### src/rtl/mux_pipe_n.sv
// -----------------------------------------------------------------------------
// mux_pipe_n
//   N-way operand select with a registered, back-pressurable output. One of
//   N_IN WIDTH-bit inputs is picked by sel and pushed through a single output
//   register that is backed by a one-entry skid buffer. in_ready is a pure
//   register output, so there is no combinational path from out_ready back to
//   the upstream side. Out-of-range selects are flagged (sticky) and counted
//   (saturating). With BAD_MODE 0 such beats are dropped. With BAD_MODE 1 they
//   are forwarded as zero data carrying the offending sel.
//
// Ports
//   clk       in   rising-edge clock
//   reset     in   synchronous, active-high reset
//   in_data   in   N_IN*WIDTH packed inputs, input i = in_data[i*WIDTH +: WIDTH]
//   sel       in   SEL_W input index, sampled with in_valid
//   in_valid  in   upstream beat present
//   in_ready  out  stage can accept a beat this cycle
//   out_data  out  WIDTH selected data
//   out_sel   out  SEL_W sel that produced out_data
//   out_valid out  out_data/out_sel valid
//   out_ready in   downstream accepts beat
//   bad_sel   out  sticky out-of-range select flag
//   bad_cnt   out  CNT_W saturating out-of-range select count
// -----------------------------------------------------------------------------
module mux_pipe_n #(
  parameter int WIDTH    = 32,
  parameter int N_IN     = 3,
  parameter int SEL_W    = 2,
  parameter int BAD_MODE = 0,
  parameter int CNT_W    = 8
) (
  input  logic                  clk,
  input  logic                  reset,
  input  logic [N_IN*WIDTH-1:0] in_data,
  input  logic [SEL_W-1:0]      sel,
  input  logic                  in_valid,
  output logic                  in_ready,
  output logic [WIDTH-1:0]      out_data,
  output logic [SEL_W-1:0]      out_sel,
  output logic                  out_valid,
  input  logic                  out_ready,
  output logic                  bad_sel,
  output logic [CNT_W-1:0]      bad_cnt
);

  localparam logic [SEL_W:0] NIN_L    = (SEL_W+1)'(N_IN);
  localparam bit             PASS_BAD = (BAD_MODE != 0);

  function automatic logic [CNT_W-1:0] sat_inc(input logic [CNT_W-1:0] c);
    return (&c) ? c : c + CNT_W'(1);
  endfunction

  logic [WIDTH-1:0] mux_data_p0;
  logic             bad_p0;
  logic             accept_p0;
  logic             fwd_p0;
  logic             load_p0;

  logic             vld_p1;
  logic [WIDTH-1:0] data_p1;
  logic [SEL_W-1:0] sel_p1;
  logic             skid_vld_p1;
  logic [WIDTH-1:0] skid_data_p1;
  logic [SEL_W-1:0] skid_sel_p1;
  logic             bad_sel_r;
  logic [CNT_W-1:0] bad_cnt_r;

  // ---- stage p0: select, classify, handshake ----
  always_comb begin
    mux_data_p0 = '0;
    for (int i = 0; i < N_IN; i++) begin
      if (sel == SEL_W'(i)) mux_data_p0 = in_data[i*WIDTH +: WIDTH];
    end
  end

  assign bad_p0    = ({1'b0, sel} >= NIN_L);
  assign in_ready  = ~skid_vld_p1 & ~reset;
  assign accept_p0 = in_valid & in_ready;
  // An accepted out-of-range beat only travels on when BAD_MODE passes it as zero data
  assign fwd_p0    = accept_p0 & (~bad_p0 | PASS_BAD);
  assign load_p0   = ~vld_p1 | out_ready;

  // ---- stage p1: output register, skid buffer, bad-select tracking ----
  always_ff @(posedge clk) begin
    if (reset) begin
      vld_p1      <= 1'b0;
      data_p1     <= '0;
      sel_p1      <= '0;
      skid_vld_p1 <= 1'b0;
      bad_sel_r   <= 1'b0;
      bad_cnt_r   <= '0;
    end else begin
      if (load_p0) begin
        // Skid content is older than any incoming beat, so it always drains first
        if (skid_vld_p1) begin
          vld_p1      <= 1'b1;
          data_p1     <= skid_data_p1;
          sel_p1      <= skid_sel_p1;
          skid_vld_p1 <= 1'b0;
        end else if (fwd_p0) begin
          vld_p1  <= 1'b1;
          data_p1 <= mux_data_p0;
          sel_p1  <= sel;
        end else begin
          vld_p1 <= 1'b0;
        end
      end else if (fwd_p0) begin
        skid_vld_p1 <= 1'b1;
      end
      if (accept_p0 && bad_p0) begin
        bad_sel_r <= 1'b1;
        bad_cnt_r <= sat_inc(bad_cnt_r);
      end
    end
  end

  // Skid payload needs no reset: it is only observed while skid_vld_p1 is set
  always_ff @(posedge clk) begin
    if (!load_p0 && fwd_p0) begin
      skid_data_p1 <= mux_data_p0;
      skid_sel_p1  <= sel;
    end
  end

  assign out_valid = vld_p1;
  assign out_data  = data_p1;
  assign out_sel   = sel_p1;
  assign bad_sel   = bad_sel_r;
  assign bad_cnt   = bad_cnt_r;

endmodule

### config.mk
export PLATFORM = sky130hd
export DESIGN_NAME = mux_pipe_n
export DESIGN_NICKNAME = d
export VERILOG_FILES = /design/src/rtl/mux_pipe_n.sv
export SDC_FILE = /design/constraint.sdc
export NUM_CORES = 1
export LEC_CHECK = 0
export ABC_AREA = 0
export ABC_CLOCK_PERIOD_IN_PS = 3920
export BUFFER_PORTS_ARGS = -buffer_cell sky130_fd_sc_hd__buf_2
export CORE_MARGIN = 4
export CORE_UTILIZATION = 52
export DETAILED_ROUTE_END_ITERATION = 12
export PLACE_DENSITY_LB_ADDON = 0.05
export SLEW_MARGIN = 5
export SYNTH_ARGS = -nofsm -noshare
export SYNTH_HDL_FRONTEND = slang
export SYNTH_SLANG_ARGS = --single-unit
### constraint.sdc
create_clock -name clk -period 3.92 [get_ports clk]
set_input_delay 0.784 -clock clk [delete_from_list [all_inputs] [get_ports clk]]
set_output_delay 0.784 -clock clk [all_outputs]
set_load 0.05 [all_outputs]
# Word level (Yosys, flattened, before mapping)
# Index checks and enable logic that the tools add are counted.
[op_classes] add_sub_neg=1 n_lt_le_gt_ge=1 eq_ne=2 muxes=9 bitwise_logic=9 n_reduce_logical=9
[ops] op="32-bit 2-to-1 mux" n=5
[ops] op="8-bit by 1-bit adder with 8-bit output, second input constant" n=1
[ops] op="8-bit AND reduction" n=1
[ops] op="1-bit NOT" n=5
[ops] op="2-bit 2-to-1 mux" n=2
[ops] op="2-bit AND reduction" n=2
[ops] op="1-bit bitwise AND" n=3
[ops] op="2-bit by 1-bit equality test with 1-bit output, second input constant" n=1
[ops] op="2-bit equality test, second input constant" n=1
[ops] op="2-bit >= comparator, second input constant" n=1
[ops] op="1-bit logical AND" n=2
[ops] op="2-bit zero test" n=1
[ops] op="1-bit 2-to-1 mux" n=2
[ops] op="2-bit nonzero test" n=1
[ops] op="2-bit OR reduction" n=1
[ops] op="1-bit zero test" n=1
[ops] op="1-bit bitwise OR" n=1
[word_totals] regBits=79 inputBits=102 elab_cells=39

# Longest topological paths before layout
# Gate-level depths: netlist (run 1).
[logic_depth] ltp_word=6 mapped_depth=6

# Worst setup path after synthesis (run 1)
# OpenSTA, ideal clock, no wires.
[synth_path] path_type="input to register" start="input reset" end="register skid_data_p1[0] (enable)" arrival_ns=2.369 setup_slack_ns=1.157 stages=3 path_buffers=0 cell_sequence="or2_1 > inv_1 > and3_1"
[synth_via] elab_chain_cells=5
[synth_rtl] item="start, declared" line="33" rtl="input logic reset,"
[synth_rtl] item="1-bit NOT" line="77" rtl="assign in_ready = ~skid_vld_p1 & ~reset;"
[synth_rtl] item="1-bit bitwise AND" line="77"
[synth_rtl] item="net in_ready" line="37" rtl="output logic in_ready,"
[synth_rtl] item="1-bit bitwise AND" line="78" rtl="assign accept_p0 = in_valid & in_ready;"
[synth_rtl] item="1-bit bitwise AND" line="80" rtl="assign fwd_p0 = accept_p0 & (~bad_p0 | PASS_BAD);"
[synth_rtl] item="1-bit logical AND" line="119" rtl="if (!load_p0 && fwd_p0) begin"
[synth_rtl] item="end signal, assigned" line="120" rtl="skid_data_p1 <= mux_data_p0;"
[synth_rtl] item="end, declared" line="63" rtl="logic [WIDTH-1:0] skid_data_p1;"
# The timed path passes the listed nets, and every way through them passes these cells.
# A chain may end at the register's enable or synchronous reset.

# Worst setup path after layout (run 1)
[layout_path] start="input sel[1]" end="register data_p1[30], in the netlist out_data[30]"
[layout_via] elab_chain_cells=6 elab_cells_between_ends=13 classes_between="1 x order compare; 2 x eq/ne; 5 x mux; 2 x bitwise; 3 x reduce/logical"
[layout_rtl] item="start, declared" line="35" rtl="input logic [SEL_W-1:0] sel,"
[layout_rtl] item="2-bit zero test" line="72" rtl="if (sel == SEL_W'(i)) mux_data_p0 = in_data[i*WIDTH +: WIDTH];"
[layout_rtl] item="32-bit 2-to-1 mux (2 in a row)" line="72"
[layout_rtl] item="32-bit 2-to-1 mux (*)" line="72"
[layout_rtl] item="net mux_data_p0[30]" line="53" rtl="logic [WIDTH-1:0] mux_data_p0;"
[layout_rtl] item="32-bit 2-to-1 mux (*)" line="100" rtl="end else if (fwd_p0) begin"
[layout_rtl] item="32-bit 2-to-1 mux (*)" line="95" rtl="if (skid_vld_p1) begin"
[layout_rtl] item="end signal, assigned" line="97" rtl="data_p1 <= skid_data_p1;"
[layout_rtl] item="end signal, assigned" line="102" rtl="data_p1 <= mux_data_p0;"
[layout_rtl] item="end, declared" line="60" rtl="logic [WIDTH-1:0] data_p1;"
# The timed path passes the listed nets; every way through them passes the cells marked *. The select of a mux whose other input is x is not followed.

==> results of run 1 <==
==> cells in the final DEF (no fill, tap or decap), types with 2 or more instances in the layout <==
cell and count:
a21oi_1 3, a22o_1 32, a311oi_1 2, a31oi_1 3, and4_1 2, buf_2 146
buf_4 6, bufinv_16 2, clkbuf_1 2, clkbuf_8 10, dfxtp_1 44, edfxtp_1 34
inv_1 3, mux2_2 34, mux2i_1 35, nand2_1 2, nand2b_1 2, nand4_1 4
nor2_1 6, nor2b_1 3, nor3_1 2, o21ai_0 2, o21bai_1 3, o2bb2ai_1 32
==> cell usage after synthesis, types with 2 or more instances <==
cell	n
nand2_1	2
nor2_1	6
a311oi_1	2
edfxtp_1	34
mux2_2	34
o21bai_1	3
nor2b_1	4
a22o_1	32
nand2b_1	2
o2bb2ai_1	32
a31oi_1	3
nor3_1	2
buf_2	14
nand4_1	4
mux2i_1	35
a21oi_1	3
dfxtp_1	45
clkbuf_1	4
buf_6	3
and3_1	2
and4_1	2
inv_1	3
o21ai_0	2
==> power by group through the flow <==
stage	logic, mW	registers, mW	clock network [mW]
floorplan	0.143	1.00	0
global placement	0.322	0.922	0
detailed placement	0.329	0.922	0
CTS	0.330	0.903	0.662
finish	0.327	0.904	0.650
global route	0.353	0.907	0.702
==> final cells by class <==
cell class | instances | area, um2
Timing Repair Buffer | 152 | 776
Inverter | 3 | 11.3
Clock inverter | 4 | 68.8
Sequential cell | 79 | 1920
Multi-Input combinational cell | 184 | 1660
Tap cell | 96 | 120
Antenna cell | 1 | 2.50
Clock buffer | 12 | 145
Fill cell | 570 | 2160
==> flip-flops by register name (all words and copies together), names as in the netlist <==
signal,count
out_valid,1
out_sel,2
bad_cnt,8
skid_sel_p1,2
skid_data_p1,32
out_data,32
skid_vld_p1,1
bad_sel,1
==> cells by family after synthesis <==
kind of cell	Yosys count
muxes	70
buffers and inverters	26
DFF	79
AOI/OAI and AO/OA	81
adders and majority gates	1
and+or+nand+nor	32
==> through the flow <==
stage          utilization [%]  cell area, um2
5_1_grt                   68.5            4700
6_report                  68.5            4700
3_5_place_dp              65.3            4490
3_3_place_gp              65.3            4490
2_1_floorplan                -            3720
4_1_cts                   68.5            4700
==> per-layer routing <==
metal  vias up  part of all wire (%)
li1       1422                     -
met1      1353                    45
met2       105                    46
met3        17                   7.0
met4         2                   2.2
met5         -                  0.21
==> how the worst max path moves through the flow <==
| stage | end | slack, ns | cells past startpoint |
|---|---|---|---|
| final | out_data[30]$_SDFFE_PP0P_ | 1.44 | 7 |
| after global routing | out_data[30]$_SDFFE_PP0P_ | 1.36 | 7 |
| after CTS | out_data[30]$_SDFFE_PP0P_ | 1.41 | 7 |
| after detailed placement | out_data[30]$_SDFFE_PP0P_ | 1.06 | 7 |
| after global placement | out_data[30]$_SDFFE_PP0P_ | 1.17 | 7 |
| after floorplan | skid_data_p1[0]$_DFFE_PP_ | 1.16 | 3 |
==> worst max-delay path: stages <==
cell and delay [ns]:
buf_2 0.42, buf_4 0.47, nor2b_2 0.07, buf_4 0.26, o2bb2ai_1 0.20, mux2_2 0.29, a22o_1 0.22
==> impl_results.md, run 1 <==
- H-tree Lvls: 3
- Drt wl/cell: 17.1 um
- Unrepaired setup endpoints after global routing: no
- Status: finished clean
- DRC: 0
- Largest net degree at the start of global routing: 39
- Routing usage on met2: 34.2%
- Initial drt markers: 74
- Number of global-route vias before repair: 2903
- Placed insts: 514
- Largest fanout on the critical path: 32
- Sequential share of power: 48.0%
- Crit path launch: sel[1]
- Hold endpoint: bad_sel$_SDFFE_PP0P_
- CTS tree: done
- Hold_buf cts: 0
- Area Growth Syn to Fin: 26.4%
- Worst skew pair latency: 0.34 ns
- Total CTS buffers: 9
- Register area share after synthesis: 51.6%
- Vias per inst: 5.46
- Final Hold Vio Count: 0
- Minimum clock period: 2.48 ns
- Adder-cell share of the synthesized area: 0.336%
- Starting Density: 54.2%
- Total Wirelength: 9100 um
- Initial antenna violation count: 2
- Worst hold start: bad_sel$_SDFFE_PP0P_
- IO Pins: 147
- Non-Filler Instances: 531
- Synth Area per Inst: 12.9 um2
- Worst R2R Start: skid_vld_p1$_SDFFE_PP0P_
- Worst Path Class, Setup: primary input to flip-flop
- Worst reg2reg path endpoint: out_data[30]$_SDFFE_PP0P_
- Lkg Pwr: 2.09 nW
- Pre-CTS setup slack: 1.06 ns
- Cells after Synth: 289
- Netlist cell types: 39
- Pwr per Cell Area: 400 mW/mm2
- Grt met1 use: 27.8%
- Power share of the combinational group: 17.4%
- Int Power: 1.39 mW
- Setup crit start kind: primary input
- Clk pwr share: 34.6%
- Most used DFF post-synth: dfxtp_1
- Final HPWL DP: 6140 um
- Warnings, synthesis: 0
- Max cap viols: 0
- CTS sink count: 79
- Routability cong.: 0.797
- Post-route ant nets: 0
- Dominant cells by area after synthesis: edfxtp_1 27%, dfxtp_1 24%, mux2_2 10%
- Post-synth ARST share: 0%
- Fin crit share: 63.2%
- Sw power: 0.490 mW
- Crit path capture type: flip-flop
- Clock skew: 0.00616 ns
- Gr busiest metal: met2
- Die Y: 92.6 um
- Worst Hold Path Cells: 2
- # setup viols final: 0
- Overall Global Routing Usage: 21.7%
- Buffer count from post-CTS setup fixing: 0
- Pre-antenna DRT Iters: 6
- Worst-path clk slew: 0.08 ns
- Via count: 2899
- Net count after synthesis: 392
- Worst vdd rail ir drop: 230 uV
- Reg2reg path depth: 5
- Total grt overflow: 0
- EDFF count, synth: 34
- Slew margin rel.: 44.4%
- Root Buffer: clkbuf_8
- Setup TNS: 0 ns
- #FFs+latches synth: 79
- Post-route total power: 1.88 mW
- First-pass GRT wire length: 14500 um
- R2r setup slk: 1.99 ns
- Port Buffers: 146
- Die ar.: 0.00858 mm2
- Post-Synth XOR/XNOR Area: 0%
- Simple-gate share of the synthesized area: 5.51%
- CP required: 4.15 ns
- PnR worst setup slack: 1.44 ns
- Largest family of logic cells by synthesized area: multiplexers
- Chip width: 92.6 um
- Share of layout cells above drive strength 1: 48.2%
- Share of the synthesized area in the top cell type: 27.4%
- Hold WS: 0.474 ns
- NumNets Final: 532
- Critical Path AT: 2.71 ns
- Compound-Gate Fraction of Synth Area: 18.4%
- Post_cts resized: 0
- Netlist Area Pre-Place: 0.00372 mm2
- Yosys top cell by area: edfxtp_1
- Fmax: 0.403 GHz
- Clock buffer depth: 2
- Worst Tran Pin Value: 0.835 ns
- Net Sw Frac: 26.0%
- Met3 usage: 5.52%
- Post-synthesis mux area share: 20.0%
- Slew Viols, Final: 0
- Core ar.: 0.00687 mm2
- # rows: 30
- Worst min-delay path class: flip-flop to flip-flop
No activity file was read; power rests on OpenSTA's default activity.
==> run 2: changes to the inputs <==
--- a/config.mk
+++ b/config.mk
@@ -6,10 +6,10 @@
 export NUM_CORES = 1
 export LEC_CHECK = 0
 export ABC_AREA = 0
-export ABC_CLOCK_PERIOD_IN_PS = 3920
+export ABC_CLOCK_PERIOD_IN_PS = 2400
 export BUFFER_PORTS_ARGS = -buffer_cell sky130_fd_sc_hd__buf_2
 export CORE_MARGIN = 4
-export CORE_UTILIZATION = 52
+export CORE_UTILIZATION = 49
 export DETAILED_ROUTE_END_ITERATION = 12
 export PLACE_DENSITY_LB_ADDON = 0.05
 export SLEW_MARGIN = 5
==> constraint.sdc (replaced) <==
create_clock -name clk -period 2.4 [get_ports clk]
set_input_delay 0.48 -clock clk [delete_from_list [all_inputs] [get_ports clk]]
set_output_delay 0.48 -clock clk [all_outputs]
set_load 0.05 [all_outputs]
==> run 2 against run 1 <==
  * Cell count rose by 0.75%
  * Largest power group unchanged
  * Clock power grew 47%
  * Sequential cell count unchanged
  * Combinational power is 65% higher
  * Clock-buffer cell count down 1
  * Critical path type unchanged
  * Sequential share of layout area fell by 0.11 points
==> impl_results.md, run 2 (synthesis gave the netlist of run 1 again) <==
- CTS tree: done
- Worst Path Class, Setup: primary input to flip-flop
- Worst-path clk slew: 0.08 ns
- Unrepaired setup endpoints after global routing: no
- CP bufs+invs: 2
- Power share of the combinational group: 18.1%
- DRC: 0
- CP max stage delay: 0.77 ns
- Buffer count from post-CTS setup fixing: 0
- Minimum clock period: 1.91 ns
- NumNets Final: 534
- Max cap viols: 0
- Crit path capture type: flip-flop
- Slew Viols, Final: 0
- CTS sink count: 79
- Hold_buf cts: 0
- Slowest cell on crit path: nor2b_2
- CP cell instances: buf_2, nor2b_2, buf_4, o2bb2ai_1, mux2_2, a22o_1
- # setup viols final: 0
- Hold WS: 0.451 ns
- IO Pins: 147
- Lkg Pwr: 2.10 nW
- CP required: 2.68 ns
- H-tree Lvls: 3
- Sequential share of power: 49.6%
- Die ar.: 0.00906 mm2
- Largest net degree at the start of global routing: 39
- Non-Filler Instances: 535
- Post-route ant nets: 0
- Net Sw Frac: 27.1%
- Starting Density: 50.8%
- Total Wirelength: 8770 um
- Status: finished clean
- Slew margin rel.: 33.4%
- Setup crit start kind: primary input
- Worst vdd rail ir drop: 390 uV
- Area Growth Syn to Fin: 26.7%
- Worst skew pair latency: 0.33 ns
- Most frequent cells in the layout: 146 x buf_2, 44 x dfxtp_1, 35 x mux2i_1
- Critical path's top delay family: simple AND/OR/NAND/NOR gates
- Critical Path AT: 2.19 ns
- Root Buffer: clkbuf_8
- Int Power: 2.17 mW
- Initial drt markers: 99
- Worst min-delay path class: flip-flop to flip-flop
- Sw power: 0.804 mW
- Vias per inst: 5.48
- Clock skew: 0.00721 ns
- Clock buffer depth: 2
- Final HPWL DP: 6040 um
- First-pass GRT wire length: 13700 um
- Pre-antenna DRT Iters: 4
- Post_cts resized: 0
- Drt wl/cell: 16.4 um
- Chip width: 95.2 um
- Fmax: 0.523 GHz
- Total CTS buffers: 9
- Number of global-route vias before repair: 2829
- Routability cong.: 0.808
- Placed insts: 519
- Core ar.: 0.00733 mm2
- Initial antenna violation count: 0
- Pwr per Cell Area: 630 mW/mm2
- Overall Global Routing Usage: 19.6%
- Worst Tran Pin Value: 0.994 ns
- Setup TNS: 0 ns
- Fin crit share: 79.7%
- Leading cell type in the layout, fill and taps excluded: buf_2
- Die Y: 95.2 um
- Antenna Cells: 0
- Clk pwr share: 32.2%
- # rows: 31
- Largest fanout on the critical path: 21
- Share of layout cells above drive strength 1: 48.6%
- Port Buffers: 146
- Via count: 2931
- Total grt overflow: 0
- Final Hold Vio Count: 0
-- run 2: cell types whose count changed in the layout (fill, tap and decap cells not counted) --
cell,before,now
clkinv_2,1,3
buf_12,0,1
buf_4,6,7
bufinv_16,2,1
clkbuf_1,2,1
diode_2,1,0
o22ai_2,1,0
o22ai_4,0,1
-- run 2: path summary, 6_finish.rpt --
kind | startpoint | to | slack (ns) | cells past startpoint
worst max-delay path | sel[1] | out_data[2]$_SDFFE_PP0P_ | 0.49 | 6
worst min register to register | bad_sel$_SDFFE_PP0P_ | bad_sel$_SDFFE_PP0P_ | 0.45 | 2
worst min-delay path | bad_sel$_SDFFE_PP0P_ | bad_sel$_SDFFE_PP0P_ | 0.45 | 2
worst max register to register | skid_vld_p1$_SDFFE_PP0P_ | out_data[30]$_SDFFE_PP0P_ | 0.74 | 5
-- run 2: per-stage QoR --
| step | utilization, % | worst slack, ns | instance area [um2] | total power, mW |
|---|---|---|---|---|
| final | 64.3 | 0.487 | 4720 | 2.97 |
| after global routing | 64.3 | 0.330 | 4720 | 3.10 |
| after CTS | 64.3 | 0.477 | 4720 | 3.00 |
| after detailed placement | 61.8 | 0.117 | 4530 | 2.05 |
| after global placement | 61.8 | 0.191 | 4530 | 2.04 |
| after floorplan | - | 0.277 | 3720 | 1.87 |
-- run 2: area by class of cell --
cell class,count,area [um2]
Fill cell,617,2610
Sequential cell,79,1920
Multi-Input combinational cell,184,1670
Timing Repair Buffer,154,803
Clock buffer,11,141
Tap cell,99,124
Clock inverter,5,48.8
Inverter,3,11.3
-- run 2: power groups by stage --
stage	sequential [mW]	combinational [mW]	clock (mW)
final	1.47	0.538	0.958
after detailed placement	1.51	0.544	0
after global placement	1.51	0.535	0
after floorplan	1.64	0.233	0
after CTS	1.47	0.546	0.981
after global routing	1.48	0.586	1.04
-- run 2: worst reg2reg max path, stage by stage, from the launching register on --
cell	delay, ns
dfxtp_2	0.33
buf_4	0.43
o21bai_1	0.19
nor2_2	0.10
buf_4	0.35
a22o_1	0.22
-- run 2: metal layers --
| metal | global-route usage [%] | routed length, um | vias to the layer above |
|---|---|---|---|
| met5 | 0 | 0 | - |
| met4 | 7.45 | 98 | 0 |
| met3 | 3.79 | 560 | 7 |
| met2 | 31.8 | 4250 | 95 |
| met1 | 26.0 | 3860 | 1397 |
| li1 | - | - | 1432 |
